$ cat config.mk
export PLATFORM = sky130hd
export DESIGN_NAME = pfb_frame_reorder
export DESIGN_NICKNAME = d
export VERILOG_FILES = /design/src/rtl/pfb_frame_reorder.sv
export SDC_FILE = /design/constraint.sdc
export NUM_CORES = 2
export LEC_CHECK = 0
export CELL_PAD_IN_SITES_DETAIL_PLACEMENT = 1
export CELL_PAD_IN_SITES_GLOBAL_PLACEMENT = 2
export CORE_MARGIN = 8
export CORE_UTILIZATION = 40
export DETAILED_ROUTE_END_ITERATION = 8
export HOLD_SLACK_MARGIN = 0.12
export PLACE_DENSITY = 0.8
export REMOVE_ABC_BUFFERS = 1
export SYNTH_ARGS = -nofsm -noshare
export SYNTH_HDL_FRONTEND = slang
export SYNTH_SLANG_ARGS = --single-unit
export TNS_END_PERCENT = 50
$ cat constraint.sdc
create_clock -name aclk -period 87.6 [get_ports aclk]
set_input_delay 21.9 -clock aclk [delete_from_list [all_inputs] [get_ports aclk]]
set_output_delay 21.9 -clock aclk [all_outputs]
set_load 0.01 [all_outputs]
$ cat src/rtl/pfb_frame_reorder.sv
// Ping-pong frame buffer that realigns polyphase filter-bank output frames to
// upstream tlast and optionally swaps the two half-frames on readout.
module pfb_frame_reorder #(
    parameter int N     = 32,
    parameter int L     = 4,
    parameter int SHIFT = 1
) (
    input  logic              aclk,
    input  logic              aresetn,
    input  logic              s_axis_tvalid,
    input  logic              s_axis_tlast,
    input  logic [2*L*32-1:0] s_axis_tdata,
    input  logic              m_axis_tready,
    output logic              m_axis_tvalid,
    output logic              m_axis_tlast,
    output logic [2*L*32-1:0] m_axis_tdata,
    output logic              ovf,
    output logic              sync_err
);
    localparam int W  = 2 * L * 32;
    localparam int NB = N / (2 * L);
    localparam int AW = (NB > 1) ? $clog2(NB) : 1;
    localparam logic [AW-1:0] LAST_IDX = AW'(NB - 1);
    localparam logic [AW-1:0] HALF_IDX = AW'(NB / 2);

    typedef enum logic [1:0] {W_ALIGN, W_FILL, W_DROP} wstate_t;
    typedef enum logic {R_IDLE, R_RUN} rstate_t;

    logic [W-1:0]  mem_q [0:2*NB-1];

    wstate_t       wstate_q;
    logic [AW-1:0] wcnt_q;
    logic          wbank_q;
    logic [1:0]    full_q;
    logic [1:0]    full_d;
    logic          ovf_q;
    logic          sync_err_q;

    rstate_t       rstate_q;
    logic [AW-1:0] rcnt_q;
    logic          rbank_q;
    logic [W-1:0]  pf_data_q;
    logic          pf_valid_q;
    logic          pf_last_q;
    logic [W-1:0]  out_data_q;
    logic          out_valid_q;
    logic          out_last_q;

    logic          wr_accept;
    logic          commit;
    logic          out_ready;
    logic          fetch;
    logic          release_bank;
    logic [AW-1:0] rd_idx;

    // A beat is stored unless it is the first beat of a frame aimed at a bank still held by the reader.
    assign wr_accept    = s_axis_tvalid && (wstate_q == W_FILL) &&
                          !((wcnt_q == '0) && full_q[wbank_q]);
    assign commit       = wr_accept && s_axis_tlast && (wcnt_q == LAST_IDX);
    assign out_ready    = !out_valid_q || m_axis_tready;
    assign fetch        = full_q[rbank_q] && (!pf_valid_q || out_ready);
    assign release_bank = fetch && (rcnt_q == LAST_IDX);
    assign rd_idx       = (SHIFT != 0) ? (rcnt_q ^ HALF_IDX) : rcnt_q;

    always_comb begin
        full_d = full_q;
        if (commit) full_d[wbank_q] = 1'b1;
        if (release_bank) full_d[rbank_q] = 1'b0;
    end

    always_ff @(posedge aclk) begin
        if (wr_accept) mem_q[{wbank_q, wcnt_q}] <= s_axis_tdata;
    end

    always_ff @(posedge aclk) begin
        if (!aresetn) begin
            wstate_q   <= W_ALIGN;
            wcnt_q     <= '0;
            wbank_q    <= 1'b0;
            full_q     <= 2'b00;
            ovf_q      <= 1'b0;
            sync_err_q <= 1'b0;
        end else begin
            full_q <= full_d;
            if (commit) wbank_q <= ~wbank_q;
            if (s_axis_tvalid) begin
                unique case (wstate_q)
                    W_ALIGN: begin
                        if (s_axis_tlast) begin
                            wstate_q <= W_FILL;
                            wcnt_q   <= '0;
                        end
                    end
                    W_FILL: begin
                        if ((wcnt_q == '0) && full_q[wbank_q]) begin
                            ovf_q    <= 1'b1;
                            wstate_q <= s_axis_tlast ? W_FILL : W_DROP;
                        end else if (s_axis_tlast) begin
                            if (wcnt_q != LAST_IDX) sync_err_q <= 1'b1;
                            wcnt_q <= '0;
                        end else if (wcnt_q == LAST_IDX) begin
                            sync_err_q <= 1'b1;
                            wcnt_q     <= '0;
                            wstate_q   <= W_ALIGN;
                        end else begin
                            wcnt_q <= wcnt_q + 1'b1;
                        end
                    end
                    W_DROP: begin
                        if (s_axis_tlast) begin
                            wstate_q <= W_FILL;
                            wcnt_q   <= '0;
                        end
                    end
                    default: wstate_q <= W_ALIGN;
                endcase
            end
        end
    end

    // Prefetch register plus output register: the bank is drained one beat ahead of the
    // output, so a bank is released early enough for back-to-back frames.
    always_ff @(posedge aclk) begin
        if (!aresetn) begin
            rstate_q    <= R_IDLE;
            rcnt_q      <= '0;
            rbank_q     <= 1'b0;
            pf_data_q   <= '0;
            pf_valid_q  <= 1'b0;
            pf_last_q   <= 1'b0;
            out_data_q  <= '0;
            out_valid_q <= 1'b0;
            out_last_q  <= 1'b0;
        end else begin
            if (out_ready) begin
                out_valid_q <= pf_valid_q;
                out_data_q  <= pf_data_q;
                out_last_q  <= pf_last_q;
            end
            if (fetch) begin
                pf_valid_q <= 1'b1;
                pf_data_q  <= mem_q[{rbank_q, rd_idx}];
                pf_last_q  <= (rcnt_q == LAST_IDX);
                if (rcnt_q == LAST_IDX) begin
                    rcnt_q   <= '0;
                    rbank_q  <= ~rbank_q;
                    rstate_q <= full_q[~rbank_q] ? R_RUN : R_IDLE;
                end else begin
                    rcnt_q   <= rcnt_q + 1'b1;
                    rstate_q <= R_RUN;
                end
            end else if (out_ready) begin
                pf_valid_q <= 1'b0;
            end
        end
    end

    assign m_axis_tvalid = out_valid_q;
    assign m_axis_tlast  = out_last_q;
    assign m_axis_tdata  = out_data_q;
    assign ovf           = ovf_q;
    assign sync_err      = sync_err_q;

endmodule

### Word-level counts from Yosys, hierarchy flattened

Memories as Yosys holds them, arrays and structs flattened. A register that Yosys moved wholly into a read port is not among the register bits.
Index checks and enable logic that the tools add are counted.

| word-level totals | value |
|---|---|
| memories | 1 |
| bits in writable memories | 2,048 |
| word-level logic and storage cells | 92 |
| input port bits | 261 |
| output and inout bits | 260 |
| ROM bits | 0 |
| bits in registers | 272 |
| bits in latches | 0 |

| cells by class | value |
|---|---|
| multiply operators | 0 |
| bitwise gates (word level) | 7 |
| shifts and indexed selects | 0 |
| multiplexer cells | 29 |
| magnitude comparators | 4 |
| divide/modulo/power cells | 0 |
| add/subtract/negate cells | 2 |
| reductions and logical operators | 26 |
| eq/ne operators | 10 |

Memory list:

| name | depth | width | read ports | clocked after Yosys merged registers in | wr ports | line | source |
|---|---|---|---|---|---|---|---|
| mem_q | 8 | 256 | 1 | 1 | 1 | 29 | `logic [W-1:0] mem_q [0:2*NB-1];` |

Operators by type and width:

| operator | number |
|---|---|
| 2-to-1 mux 2 bit | 12 |
| 2-to-1 mux 1 bit | 13 |
| logical AND 1 bit | 9 |
| one-hot mux 2 bit (2 select lines) | 2 |
| AND reduction 4 bit | 2 |
| equality test 2 bit, second input constant | 3 |
| nonzero test 2 bit | 3 |
| AND reduction 5 bit | 1 |
| adder 2 x 1 -> 2 bit, second input constant | 2 |
| logical NOT 1 bit | 4 |
| logical NOT 2 bit | 2 |
| < comparator 1 x 2 -> 1 bit, second input constant | 2 |
| != test 2 x 1 -> 1 bit, second input constant | 2 |
| != test 2 bit, second input constant | 2 |
| NOT 1 bit | 4 |
| != test 3 x 1 -> 1 bit, second input constant | 1 |
| != test 3 x 2 -> 1 bit, second input constant | 1 |
| AND reduction 3 bit | 1 |
| bitwise AND 2 bit | 1 |
| demux 1 bit (select 1 bit) | 2 |
| equality test 2 x 1 -> 1 bit, second input constant | 1 |
| >= comparator 1 bit, second input constant | 2 |
| logical OR 1 bit | 2 |
| NOT 2 bit | 1 |
| 3 further kinds | 3 |

### Longest topological paths before layout

| logic depth | value |
|---|---|
| depth after elaboration | 10 |
| depth in mapped cells | 7 |
| gate-level depth less buffers | 5 |

### Least setup slack after synthesis

Ideal clock, no wire load.

| timing path | value |
|---|---|
| path kind | input -> register |
| from | input s_axis_tvalid |
| to | memory mem_q[0][0] (netlist bit) (enable) |
| path buffers | 0 |
| cell stages on the path | 3 |
| data arrival time | 46.242 ns |
| setup time | 1.500 ns |
| required time | 86.100 ns |
| slack | 39.859 ns |
| cells stage by stage | nand3b_1 a21o_1 nor4_1 |

| on the way | value |
|---|---|
| cells in the longest elaborated chain, start to end | 4 |

Ends and longest elaborated chain:

| element | line | source |
|---|---|---|
| start, declared | 10 | `input logic s_axis_tvalid,` |
| logical AND 1 bit (2 in series) | 57 | `assign wr_accept = s_axis_tvalid && (wstate_q == W_FILL) &&` |
| 2-to-1 mux 1 bit | 72 | `if (wr_accept) mem_q[{wbank_q, wcnt_q}] <= s_axis_tdata;` |
| 2-to-1 mux 1 bit (implied by the code) | 72 |  |
| end, declared | 29 |  |

Every way passes these cells.

### Worst setup path after layout

| timing path | value |
|---|---|
| from | input s_axis_tvalid |
| to | memory mem_q[5][58] (netlist bit) (enable) |

Same word-level chain as after synthesis.

==> out/metrics.cfg <==
[sta]
drv_slew = 0
relSlewSlack = 0.261
max_freq_mhz = 38.8
period_minus_slack_ps = 25740
tightestPinTransition_ps = 1110
final_hold_viol_count = 0
fin_skew_ps = 71.4
setup_viol_count_final = 0
fin_crit_sh = 0.294
rsz0062_at_grt = no
finalSetupTns_ps = 0

[placed_design]
place_inst = 8349
place_congestion = 0.714
io_buffer_count = 520
hpwl_um = 131000
placed_area_mm2 = 0.101

[setup_path]
critPathCapture = mem_q[5][58]$_DFFE_PP_
cp.buffers_inverters = 4
crit_chain = clkdlybuf4s50_1 > nand3b_1 > a21oi_1 > nand2_1 > nor2_4 > buf_4 > buf_4 > buf_4
critical_path.max_stage_delay_ps = 830
crit_path_start = s_axis_tvalid
arrival_ps = 26230
cp_max_fo = 55
critPathKind = in2reg
critPathSlowestCell = buf_4
rrSetupSlack_ps = 82530
r2r-start = rcnt_q[0]$_SDFFE_PN0P_
cp-end-kind = register
required_ps = 88090
crit_family = buffers and inverters
crit_top_cell = buf_4
startpoint_type = primary input
worstRegToRegCells = 7
crit_cells = 8
r2r-end = pf_data_q[30]$_SDFFE_PN0P_

[global_route]
grtUsageTotal = 0.183
grt_pass1_vias = 51996
grt_antenna_before_repair = 72
grt_max_degree = 143
grt_remaining_overflow = 0
grt_first_pass_wirelength_um = 345000

[power_and_ir_drop]
peakVddDrop_uv = 12.6
power.density_mw_per_mm2 = 22.8
p_total_mw = 2.51
p_leak_nw = 34.1

[clock_network]
cts_root_buf = clkbuf_16
cts_inserted_buffers = 283
cts_max_path_buffers = 4
cts_setup_buffers = 0
htree_levels = 5
cts_tree = yes
clk_pin_slew_worst_paths_ps = 60
clock_latency_ps = 920
cts_resized = 0
holdBufCountCts = 0
clock-sinks = 2576

[route]
drtAntennaViolNets = 0
drt_first_pass_iters = 7
vias = 48599
via_per_inst = 5.48
drc_errors = 0
dr.first_iter.drc_count = 3583
wire_per_inst_um = 26.3
wl_um = 233000

[final_layout]
num-fill-cells = 21649
final_nets = 5855
stdcell_count = 8875
drive_gt1_frac = 0.174
design_area_mm2 = 0.110
synthToLayoutAreaGrowth_pct = 18.5

[yosys]
netlist_instances = 5021
synth_cell_types = 36
syn_area_mm2 = 0.0928
syn_avg_cell_area_um2 = 18.5
yosysSeqAreaShare = 0.777
synth_edf_count = 2048
yosys_warnings = 0
ys_ff_latch = 2576
synthFlopType = edfxtp_1
synth_async_sr_flop_share = 0

[die]
core_area_mm2 = 0.232
row_count = 177
start_util = 0.401
chipWidth_um = 498
io_pins = 521
die-area_mm2 = 0.248
die_h_um = 498

[worst_hold_path]
min_path_type = reg2reg

[run_status]
status = finished clean

[job]
maxCapViolCount = 0

[per-layer routing]
layer	wire, um	up-vias	track usage
li1	-	20950	-
met1	101000	25786	0.248
met2	111000	1401	0.296
met3	15400	400	0.0458
met4	5760	62	0.0516
met5	367	-	0
[cells in the mapped netlist (all sizes together), types with 3 or more instances]
cell type	count	share of area
o21ai	258	0.014
nand3b	4	0.00032
ha	3	0.00040
o22ai	256	0.017
mux4	512	0.12
buf	171	0.012
inv	3	0.00012
o21a	3	0.00024
a21oi	265	0.014
mux2i	4	0.00043
dfxtp	528	0.11
clkbuf	146	0.0059
nand3	3	0.00016
nand2	525	0.021
nor3	6	0.00038
nor2	267	0.011
edfxtp	2048	0.66
[flip-flops by register name, summed over array words and instances, names as in the netlist, 2 cells and up]
register,cells
wstate_q,2
m_axis_tdata,256
mem_q,2048
wcnt_q,2
full_q,2
pf_data_q,256
rcnt_q,2
[logic make-up (layout without fill, tap and decap cells)]
| group | count (synthesis) | count (layout) | synth area share |
|---|---|---|---|
| multiplexers | 517 | 517 | 0.125 |
| AO/OA/AOI/OAI | 790 | 790 | 0.0465 |
| flip-flops | 2576 | 2576 | 0.777 |
| other | 0 | 35 | 0 |
| adder cells (fa/ha/maj) | 3 | 3 | 0.000405 |
| buffers and inverters | 320 | 1096 | 0.0179 |
| XOR/XNOR | 2 | 2 | 0.000189 |
| AND/OR/NAND/NOR | 813 | 813 | 0.0334 |
[worst min path at each step]
stage	startpoint	to	slack (ps)	cells past startpoint
CTS	pf_data_q[175]$_SDFFE_PN0P_	m_axis_tdata[175]$_SDFFE_PN0P_	450	2
global placement	m_axis_tdata[140]$_SDFFE_PN0P_	m_axis_tdata[140]$_SDFFE_PN0P_	440	2
floorplan	pf_data_q[0]$_SDFFE_PN0P_	m_axis_tdata[0]$_SDFFE_PN0P_	430	2
detailed placement	m_axis_tdata[181]$_SDFFE_PN0P_	m_axis_tdata[181]$_SDFFE_PN0P_	450	2
global route	m_axis_tdata[124]$_SDFFE_PN0P_	m_axis_tdata[124]$_SDFFE_PN0P_	470	2
finish	m_axis_tdata[31]$_SDFFE_PN0P_	m_axis_tdata[31]$_SDFFE_PN0P_	450	2
[placed cells by master, fill, tap and decap left out, drive strengths merged]
| cell type | n |
|---|---|
| mux2i | 4 |
| nand2b | 2 |
| nand2 | 525 |
| mux2 | 1 |
| edfxtp | 2048 |
| ha | 3 |
| clkdlybuf4s50 | 519 |
| a41oi | 1 |
| a21oi | 265 |
| o221a | 1 |
| clkinv | 67 |
| mux4 | 512 |
| bufinv | 21 |
| o21a | 3 |
| nor4 | 1 |
| nand3 | 3 |
| o22ai | 256 |
| clkinvlp | 7 |
| diode | 35 |
| a311oi | 1 |
| buf | 82 |
| inv | 10 |
| a211oi | 1 |
| a21o | 2 |
| nand4 | 2 |
| nand3b | 4 |
| dfxtp | 528 |
| nor2b | 2 |
| xor2 | 2 |
| nor2 | 267 |
| nor3 | 6 |
| o21ai | 258 |
| clkbuf | 390 |
| a31oi | 2 |
| or3 | 1 |
[report_power, final]
group          switching [mW]  total (mW)  internal [mW]
Sequential            0.00113        1.32           1.32
Combinational          0.0214      0.0335         0.0122
Clock                   0.461        1.15          0.688
Total                   0.483        2.51           2.02
[per-stage QoR]
step,hold WS (ps),setup slack (ps),utilization
floorplan,433,39860,-
global placement,439,61060,0.436
detailed placement,446,60970,0.436
CTS,450,61950,0.474
global route,466,61640,0.475
finish,450,61860,0.475
[worst min-delay path, cell delays in order (launching register included)]
cell     delay, ps
dfxtp_1        310
nand2_1         50
a21oi_1         50
[layout make-up]
| cell class | count | area [um^2] | share of cell area |
|---|---|---|---|
| Timing Repair Buffer | 602 | 5940 | 0.0540 |
| Inverter | 3 | 18.8 | 0.000171 |
| Clock inverter | 102 | 1060 | 0.00964 |
| Antenna cell | 35 | 87.6 | 0.000796 |
| Sequential cell | 2576 | 72100 | 0.655 |
| Clock buffer | 389 | 7860 | 0.0715 |
| Tap cell | 3043 | 3810 | 0.0346 |
| Multi-Input combinational cell | 2125 | 19100 | 0.174 |
Power figures use the tool's default switching activity.
